$ cat src/rtl/dmem_bus_bridge_pkg.sv
// dmem_bus_bridge_pkg: shared FSM encoding and error-data default for the
// data-memory bus bridge, its hazard-unit bench and the core top level.
package dmem_bus_bridge_pkg;
   typedef enum logic [1:0] {S_IDLE, S_REQ, S_DONE} state_t;
   localparam logic [31:0] ERR_RDATA_DEFAULT = 32'h0000_0000;
endpackage

$ cat src/rtl/dmem_bus_bridge_if.sv
// dmem_bus_bridge_if: memory-stage pipeline side plus external data bus,
// seen from the bridge (master) and from the memory/pipeline side (slave).
interface dmem_bus_bridge_if #(
   parameter int DATA_WIDTH    = 32,
   parameter int ADDRESS_WIDTH = 32
);
   logic                     mem_read;
   logic                     mem_write;
   logic [ADDRESS_WIDTH-1:0] alu_out;
   logic [DATA_WIDTH-1:0]    write_data;
   logic [DATA_WIDTH-1:0]    read_data;
   logic                     stall;
   logic                     bus_err;
   logic                     bus_req;
   logic                     bus_we;
   logic [ADDRESS_WIDTH-1:0] bus_addr;
   logic [DATA_WIDTH-1:0]    bus_wdata;
   logic                     bus_ack;
   logic [DATA_WIDTH-1:0]    bus_rdata;
   modport master (
      input  mem_read, mem_write, alu_out, write_data, bus_ack, bus_rdata,
      output read_data, stall, bus_err, bus_req, bus_we, bus_addr, bus_wdata
   );
   modport slave (
      output mem_read, mem_write, alu_out, write_data, bus_ack, bus_rdata,
      input  read_data, stall, bus_err, bus_req, bus_we, bus_addr, bus_wdata
   );
endinterface

$ cat src/rtl/dmem_bus_bridge_bus_timeout_counter.sv
// bus_timeout_counter: counts request cycles; terminal is high on the last
// request cycle allowed before the bridge aborts the access.
module bus_timeout_counter #(
   parameter int TIMEOUT_CYCLES = 255
) (
   input  logic clk,
   input  logic rst_n,
   input  logic clear,
   input  logic enable,
   output logic terminal
);
   localparam int CW = $clog2(TIMEOUT_CYCLES);
   logic [CW-1:0] count;
   always_ff @(posedge clk or negedge rst_n)
      if (!rst_n) count <= '0;
      else count <= clear ? '0 : enable ? count + 1'b1 : count;
   assign terminal = count == CW'(TIMEOUT_CYCLES - 1);
endmodule

$ cat src/rtl/dmem_bus_bridge.sv
// dmem_bus_bridge: turns an M-stage load/store into a registered req/ack bus
// transaction, stalling the pipeline until it completes or times out.
module dmem_bus_bridge
   import dmem_bus_bridge_pkg::*;
#(
   parameter int DATA_WIDTH     = 32,
   parameter int ADDRESS_WIDTH  = 32,
   parameter int TIMEOUT_CYCLES = 255,
   parameter logic [DATA_WIDTH-1:0] ERR_RDATA = DATA_WIDTH'(ERR_RDATA_DEFAULT)
) (
   input logic              i_CLK,
   input logic              i_RST,
   dmem_bus_bridge_if.master bus
);
   state_t                   state, next;
   logic                     access, aligned, go, bad, timeout, ack_req, abort;
   logic                     req, we, err;
   logic [ADDRESS_WIDTH-1:0] addr;
   logic [DATA_WIDTH-1:0]    wdata, rdata;
   assign access  = bus.mem_read | bus.mem_write;
   assign aligned = bus.alu_out[1:0] == 2'b00;
   assign go      = state == S_IDLE && access && aligned;
   assign bad     = state == S_IDLE && access && !aligned;
   assign ack_req = state == S_REQ && bus.bus_ack;
   // an ack in the terminal cycle still completes the access cleanly
   assign abort   = state == S_REQ && !bus.bus_ack && timeout;
   bus_timeout_counter #(.TIMEOUT_CYCLES(TIMEOUT_CYCLES)) u_timeout (
      .clk(i_CLK), .rst_n(i_RST), .clear(go), .enable(state == S_REQ), .terminal(timeout)
   );
   always_comb begin
      next = state;
      next = state == S_IDLE ? (go ? S_REQ : S_IDLE)
           : state == S_REQ  ? ((ack_req || abort) ? S_DONE : S_REQ)
           : S_IDLE;
   end
   always_ff @(posedge i_CLK or negedge i_RST)
      if (!i_RST) begin
         state <= S_IDLE;
         req   <= 1'b0;
         we    <= 1'b0;
         addr  <= '0;
         wdata <= '0;
         rdata <= '0;
         err   <= 1'b0;
      end else begin
         state <= next;
         req   <= next == S_REQ;
         if (go) begin
            addr  <= {bus.alu_out[ADDRESS_WIDTH-1:2], 2'b00};
            we    <= bus.mem_write;
            wdata <= bus.write_data;
         end
         if (ack_req && !we) rdata <= bus.bus_rdata;
         else if (abort) rdata <= ERR_RDATA;
         if (bad || abort) err <= 1'b1;
      end
   assign bus.stall     = go || state == S_REQ;
   assign bus.read_data = bad ? ERR_RDATA : rdata;
   assign bus.bus_err   = err;
   assign bus.bus_req   = req;
   assign bus.bus_we    = we;
   assign bus.bus_addr  = addr;
   assign bus.bus_wdata = wdata;
endmodule

$ cat src/flat_wrapper.sv
// flat-port wrapper written by rule: the top's interface ports become plain ports
module dmem_bus_bridge_flat import dmem_bus_bridge_pkg::*;
#(
   parameter int DATA_WIDTH     = 32,
   parameter int ADDRESS_WIDTH  = 32,
   parameter int TIMEOUT_CYCLES = 255,
   parameter logic [DATA_WIDTH-1:0] ERR_RDATA = DATA_WIDTH'(ERR_RDATA_DEFAULT)
)
  (i_CLK, i_RST, bus_mem_read, bus_mem_write, bus_alu_out, bus_write_data, bus_bus_ack, bus_bus_rdata, bus_read_data, bus_stall, bus_bus_err, bus_bus_req, bus_bus_we, bus_bus_addr, bus_bus_wdata);
  dmem_bus_bridge_if #(.DATA_WIDTH(DATA_WIDTH), .ADDRESS_WIDTH(ADDRESS_WIDTH)) bus_i ();
  input logic i_CLK;
  input logic i_RST;
  input wire logic [$bits(bus_i.mem_read)-1:0] bus_mem_read;
  input wire logic [$bits(bus_i.mem_write)-1:0] bus_mem_write;
  input wire logic [$bits(bus_i.alu_out)-1:0] bus_alu_out;
  input wire logic [$bits(bus_i.write_data)-1:0] bus_write_data;
  input wire logic [$bits(bus_i.bus_ack)-1:0] bus_bus_ack;
  input wire logic [$bits(bus_i.bus_rdata)-1:0] bus_bus_rdata;
  output wire logic [$bits(bus_i.read_data)-1:0] bus_read_data;
  output wire logic [$bits(bus_i.stall)-1:0] bus_stall;
  output wire logic [$bits(bus_i.bus_err)-1:0] bus_bus_err;
  output wire logic [$bits(bus_i.bus_req)-1:0] bus_bus_req;
  output wire logic [$bits(bus_i.bus_we)-1:0] bus_bus_we;
  output wire logic [$bits(bus_i.bus_addr)-1:0] bus_bus_addr;
  output wire logic [$bits(bus_i.bus_wdata)-1:0] bus_bus_wdata;
  assign bus_i.mem_read = bus_mem_read;
  assign bus_i.mem_write = bus_mem_write;
  assign bus_i.alu_out = bus_alu_out;
  assign bus_i.write_data = bus_write_data;
  assign bus_i.bus_ack = bus_bus_ack;
  assign bus_i.bus_rdata = bus_bus_rdata;
  assign bus_read_data = bus_i.read_data;
  assign bus_stall = bus_i.stall;
  assign bus_bus_err = bus_i.bus_err;
  assign bus_bus_req = bus_i.bus_req;
  assign bus_bus_we = bus_i.bus_we;
  assign bus_bus_addr = bus_i.bus_addr;
  assign bus_bus_wdata = bus_i.bus_wdata;
  dmem_bus_bridge #(.DATA_WIDTH(DATA_WIDTH), .ADDRESS_WIDTH(ADDRESS_WIDTH), .TIMEOUT_CYCLES(TIMEOUT_CYCLES), .ERR_RDATA(ERR_RDATA)) u_core (.i_CLK(i_CLK), .i_RST(i_RST), .bus(bus_i));
endmodule
$ cat config.mk
export PLATFORM = sky130hd
export DESIGN_NAME = dmem_bus_bridge_flat
export DESIGN_NICKNAME = d
export VERILOG_FILES = /design/src/rtl/dmem_bus_bridge_pkg.sv /design/src/rtl/dmem_bus_bridge_if.sv /design/src/rtl/dmem_bus_bridge_bus_timeout_counter.sv /design/src/rtl/dmem_bus_bridge.sv /design/src/flat_wrapper.sv
export SDC_FILE = /design/constraint.sdc
export NUM_CORES = 1
export LEC_CHECK = 0
export ABC_AREA = 1
export CAP_MARGIN = 20
export CORE_MARGIN = 1
export CORE_UTILIZATION = 40
export CTS_BUF_LIST = sky130_fd_sc_hd__clkbuf_4
export DETAILED_ROUTE_END_ITERATION = 10
export PLACE_DENSITY = 0.77
export SLEW_MARGIN = 20
export SYNTH_ARGS = -nofsm -noshare
export SYNTH_HDL_FRONTEND = slang
export SYNTH_SLANG_ARGS = --single-unit
export TNS_END_PERCENT = 20
$ cat constraint.sdc
create_clock -name i_CLK -period 3 [get_ports i_CLK]
set_clock_uncertainty 0.15 [all_clocks]
set_input_delay 0.6 -clock i_CLK [delete_from_list [all_inputs] [get_ports i_CLK]]
set_output_delay 0.6 -clock i_CLK [all_outputs]
set_load 0.01 [all_outputs]
==> results_dict.tcl <==
set metrics [dict create \
    status "finished, final reports clean" \
    syn_to_final_growth_pct 51.9 \
    r2r_slack_ps 820 \
    crit_fanout 33 \
    post-place-ws_ps 11.8 \
    final_util 0.627 \
    io_buffers 198 \
    die_area_um2 11700 \
    timing.rr.start "u_core.state[1]$_DFF_PN0_" \
    hold_end "u_core.bus.bus_wdata[18]$_DFFE_PN0P_" \
    setup_viol 0 \
    row_count 38 \
    hold_start "u_core.bus.bus_wdata[18]$_DFFE_PN0P_" \
    routed_via_density 4.56 \
    hold_depth 2 \
    gp_congestion 0.821 \
    n_fill_cell 929 \
    crit_family "buffers and inverters" \
    cts_buffers 9 \
    placed_cells 873 \
    arrival_ps 2170 \
    synth.top_cell.area_share 0.596 \
    p_leak_uw 0.00387 \
    dieHeight_um 108 \
    path_buf_inv 4 \
    r2r-end "u_core.bus.bus_wdata[29]$_DFFE_PN0P_" \
    vias 4058 \
    postSynthAreaPerCell_um2 8.12 \
    synth_edf_count 0 \
    synthTopCellsByArea "dfrtp_1, nand2_1, nand3_1" \
    maxSlewHeadroom 0.525 \
    p_int_uw 3850 \
    finalHoldViolations 0 \
    crit_top_cell "clkdlybuf4s50_1" \
    synthDistinctLibCells 21 \
    placed_area_um2 6610 \
    ys_seq_area_frac 0.596 \
    final_antenna_net_count 0 \
    root_buffer "clkbuf_4" \
    rsz0062_at_grt "yes" \
    cts_sinks 107 \
    stdcell_area_um2 6830 \
    drive_gt1_frac 0.0427 \
    insertion_delay_ps 430 \
    ios 201 \
    first_global_vias 4043 \
    drc 0 \
    end_kind "output port" \
    seq_power_share 0.411 \
    yosysTopAreaCell "dfrtp_1" \
    grt_max_degree 73 \
    switching_share 0.358 \
    synth_most_common_cell "nand2_1" \
    powerDensity_nw_per_um2 879 \
    r2r.worst_path.cells 7 \
    grt-ovfl-total 0 \
    antenna_found_initial 0 \
    cts_setup_buffers 0 \
    crit_type "in2out" \
    clk_pin_slew_ps 160 \
    slew_violations 0 \
    vdd_ir_drop_max_v 0.000453 \
    crit_required_ps 2250 \
    syn-cell-area_um2 4490 \
    drt_iter0_drc 266 \
    finalWirelength_um 11700 \
    power.switching_uw 2150 \
    tightest_slew_ps 712 \
    fp.dieW_um 108 \
    p_comb_frac 0.466 \
    async_reset_ff_frac 1.00 \
    core_um2 10900 \
    fmax_ghz 0.343 \
    synth.ff_latch_count 107 \
    setup_tns_ps 0 \
    synth_flop_cell "dfrtp_1" \
    cp_slowest_cell "clkdlybuf4s50_1" \
    clockBufferDepth 2 \
    grt_first_pass_wirelength_um 18900 \
    syn_inst 553 \
    htree_levels 3 \
    final_nets 848 \
    period_share 0.973 \
    final_cells 890 \
    wl_per_cell_um 13.1 \
    fin_crit_ps 2920 \
    diodes 0 \
    drv_cap 0 \
    fin_ws_ps 81.3 \
    power_frac_clock 0.123 \
    initial_utilization 0.413 \
    grt_usage 0.206 \
    crit_chain "clkdlybuf4s50_1, nor2_2, nand3b_1, buf_12, nand2_1, inv_1, clkdlybuf4s50_1" \
    worstSetupStartpointType "primary input" \
    hpwl_um 8290 \
    yosys_warnings 0 \
    cts_tree "done" \
    hold_path_class "reg2reg" \
    dr.pass1.iters 4 \
    synth_top_cells_by_count "nand2_1, dfrtp_1, inv_1" \
    critPathMaxStageDelay_ps 520 \
]
[layout make-up]
type / count / area, µm² / area share
clock buffers: 9 / 67.6 / 0.00990
clock inverters: 7 / 75.1 / 0.0110
inverters: 46 / 173 / 0.0253
multi-input cells: 374 / 1520 / 0.223
flip-flops and latches: 107 / 2680 / 0.392
well taps: 140 / 175 / 0.0257
repair buffers: 207 / 2130 / 0.313
[layer usage]
layer	global-route usage	part of all wire	up-vias
met5	0	0	-
met4	0.0558	0.0099	0
li1	-	-	2035
met3	0.0428	0.081	9
met2	0.353	0.49	148
met1	0.265	0.42	1866
[cell usage in the layout, fill, tap and decap left out, types with 2 or more instances in the layout]
master           Yosys  final
a21oi_1              4      4
buf_12               0      2
buf_4                2      7
clkbuf_4             0      9
clkdlybuf4s50_1      0    173
conb_1               1      2
dfrtp_1            107    107
dlymetal6s2s_1       0     24
ha_1                 2      2
inv_1               44     44
inv_2                2      2
inv_6                0      2
nand2_1            302    302
nand3_1             35     35
nand3_2              2      2
nand3b_1             2      2
nand4_1              2      2
nor2_1              14     13
nor2_4               2      2
o21ai_0              4      4
[per-stage QoR]
stage,total power (µW),hold slack [ps]
4_1_cts,6110,354
5_1_grt,6460,376
6_report,6000,346
3_3_place_gp,5260,311
2_1_floorplan,3670,154
3_5_place_dp,5350,314
[power groups by stage]
stage               clock [µW]  combinational, µW  sequential [µW]
finish                     740               2790             2470
global route               824               3090             2550
CTS                        772               2870             2470
detailed placement           0               2870             2480
global placement             0               2790             2460
floorplan                    0               1040             2630
[kinds of logic after synthesis]
kind of cell             after synthesis  share of synthesized area
adder cells (fa/ha/maj)                2                    0.00557
other                                  1                   0.000835
AND/OR/NAND/NOR                      361                      0.321
flip-flops                           107                      0.596
buffers and inverters                 73                     0.0663
AO/OA/AOI/OAI                          9                     0.0103
[worst register-to-register path: stages, from the launching register on]
cell     delay (ps)
dfrtp_1         460
nor2_1          220
nand3_2         140
buf_4           370
inv_2           140
buf_4           390
nand2_1         170
nand2_1          90
[worst max path at each step]
stage,from,endpoint,slack (ps),depth (start not counted)
6_report,bus_alu_out[0],bus_read_data[7],80,7
3_3_place_gp,bus_alu_out[0],bus_read_data[3],30,7
3_5_place_dp,bus_alu_out[0],bus_read_data[3],10,7
4_1_cts,bus_alu_out[0],bus_read_data[3],20,7
5_1_grt,bus_alu_out[0],bus_read_data[5],-10,7
2_1_floorplan,bus_alu_out[1],bus_read_data[22],880,5
[flip-flops by register name, summed over array words and instances, names as in the netlist]
name	count
u_core.bus.bus_wdata	32
u_core.rdata	32
u_core.bus.bus_addr	30
u_core.u_timeout.count	8
u_core.state	2
u_core.bus.bus_err	1
u_core.bus.bus_req	1
u_core.bus.bus_we	1
[timing repair]
| item | CTS | global route |
|---|---|---|
| endpoints found under the hold margin | 14 | 0 |
| hold buffers | 1 | 0 |
| endpoints found under the setup margin | 0 | 32 |
| gates resized for setup | 0 | 25 |
No activity file was read; power rests on OpenSTA's default activity.
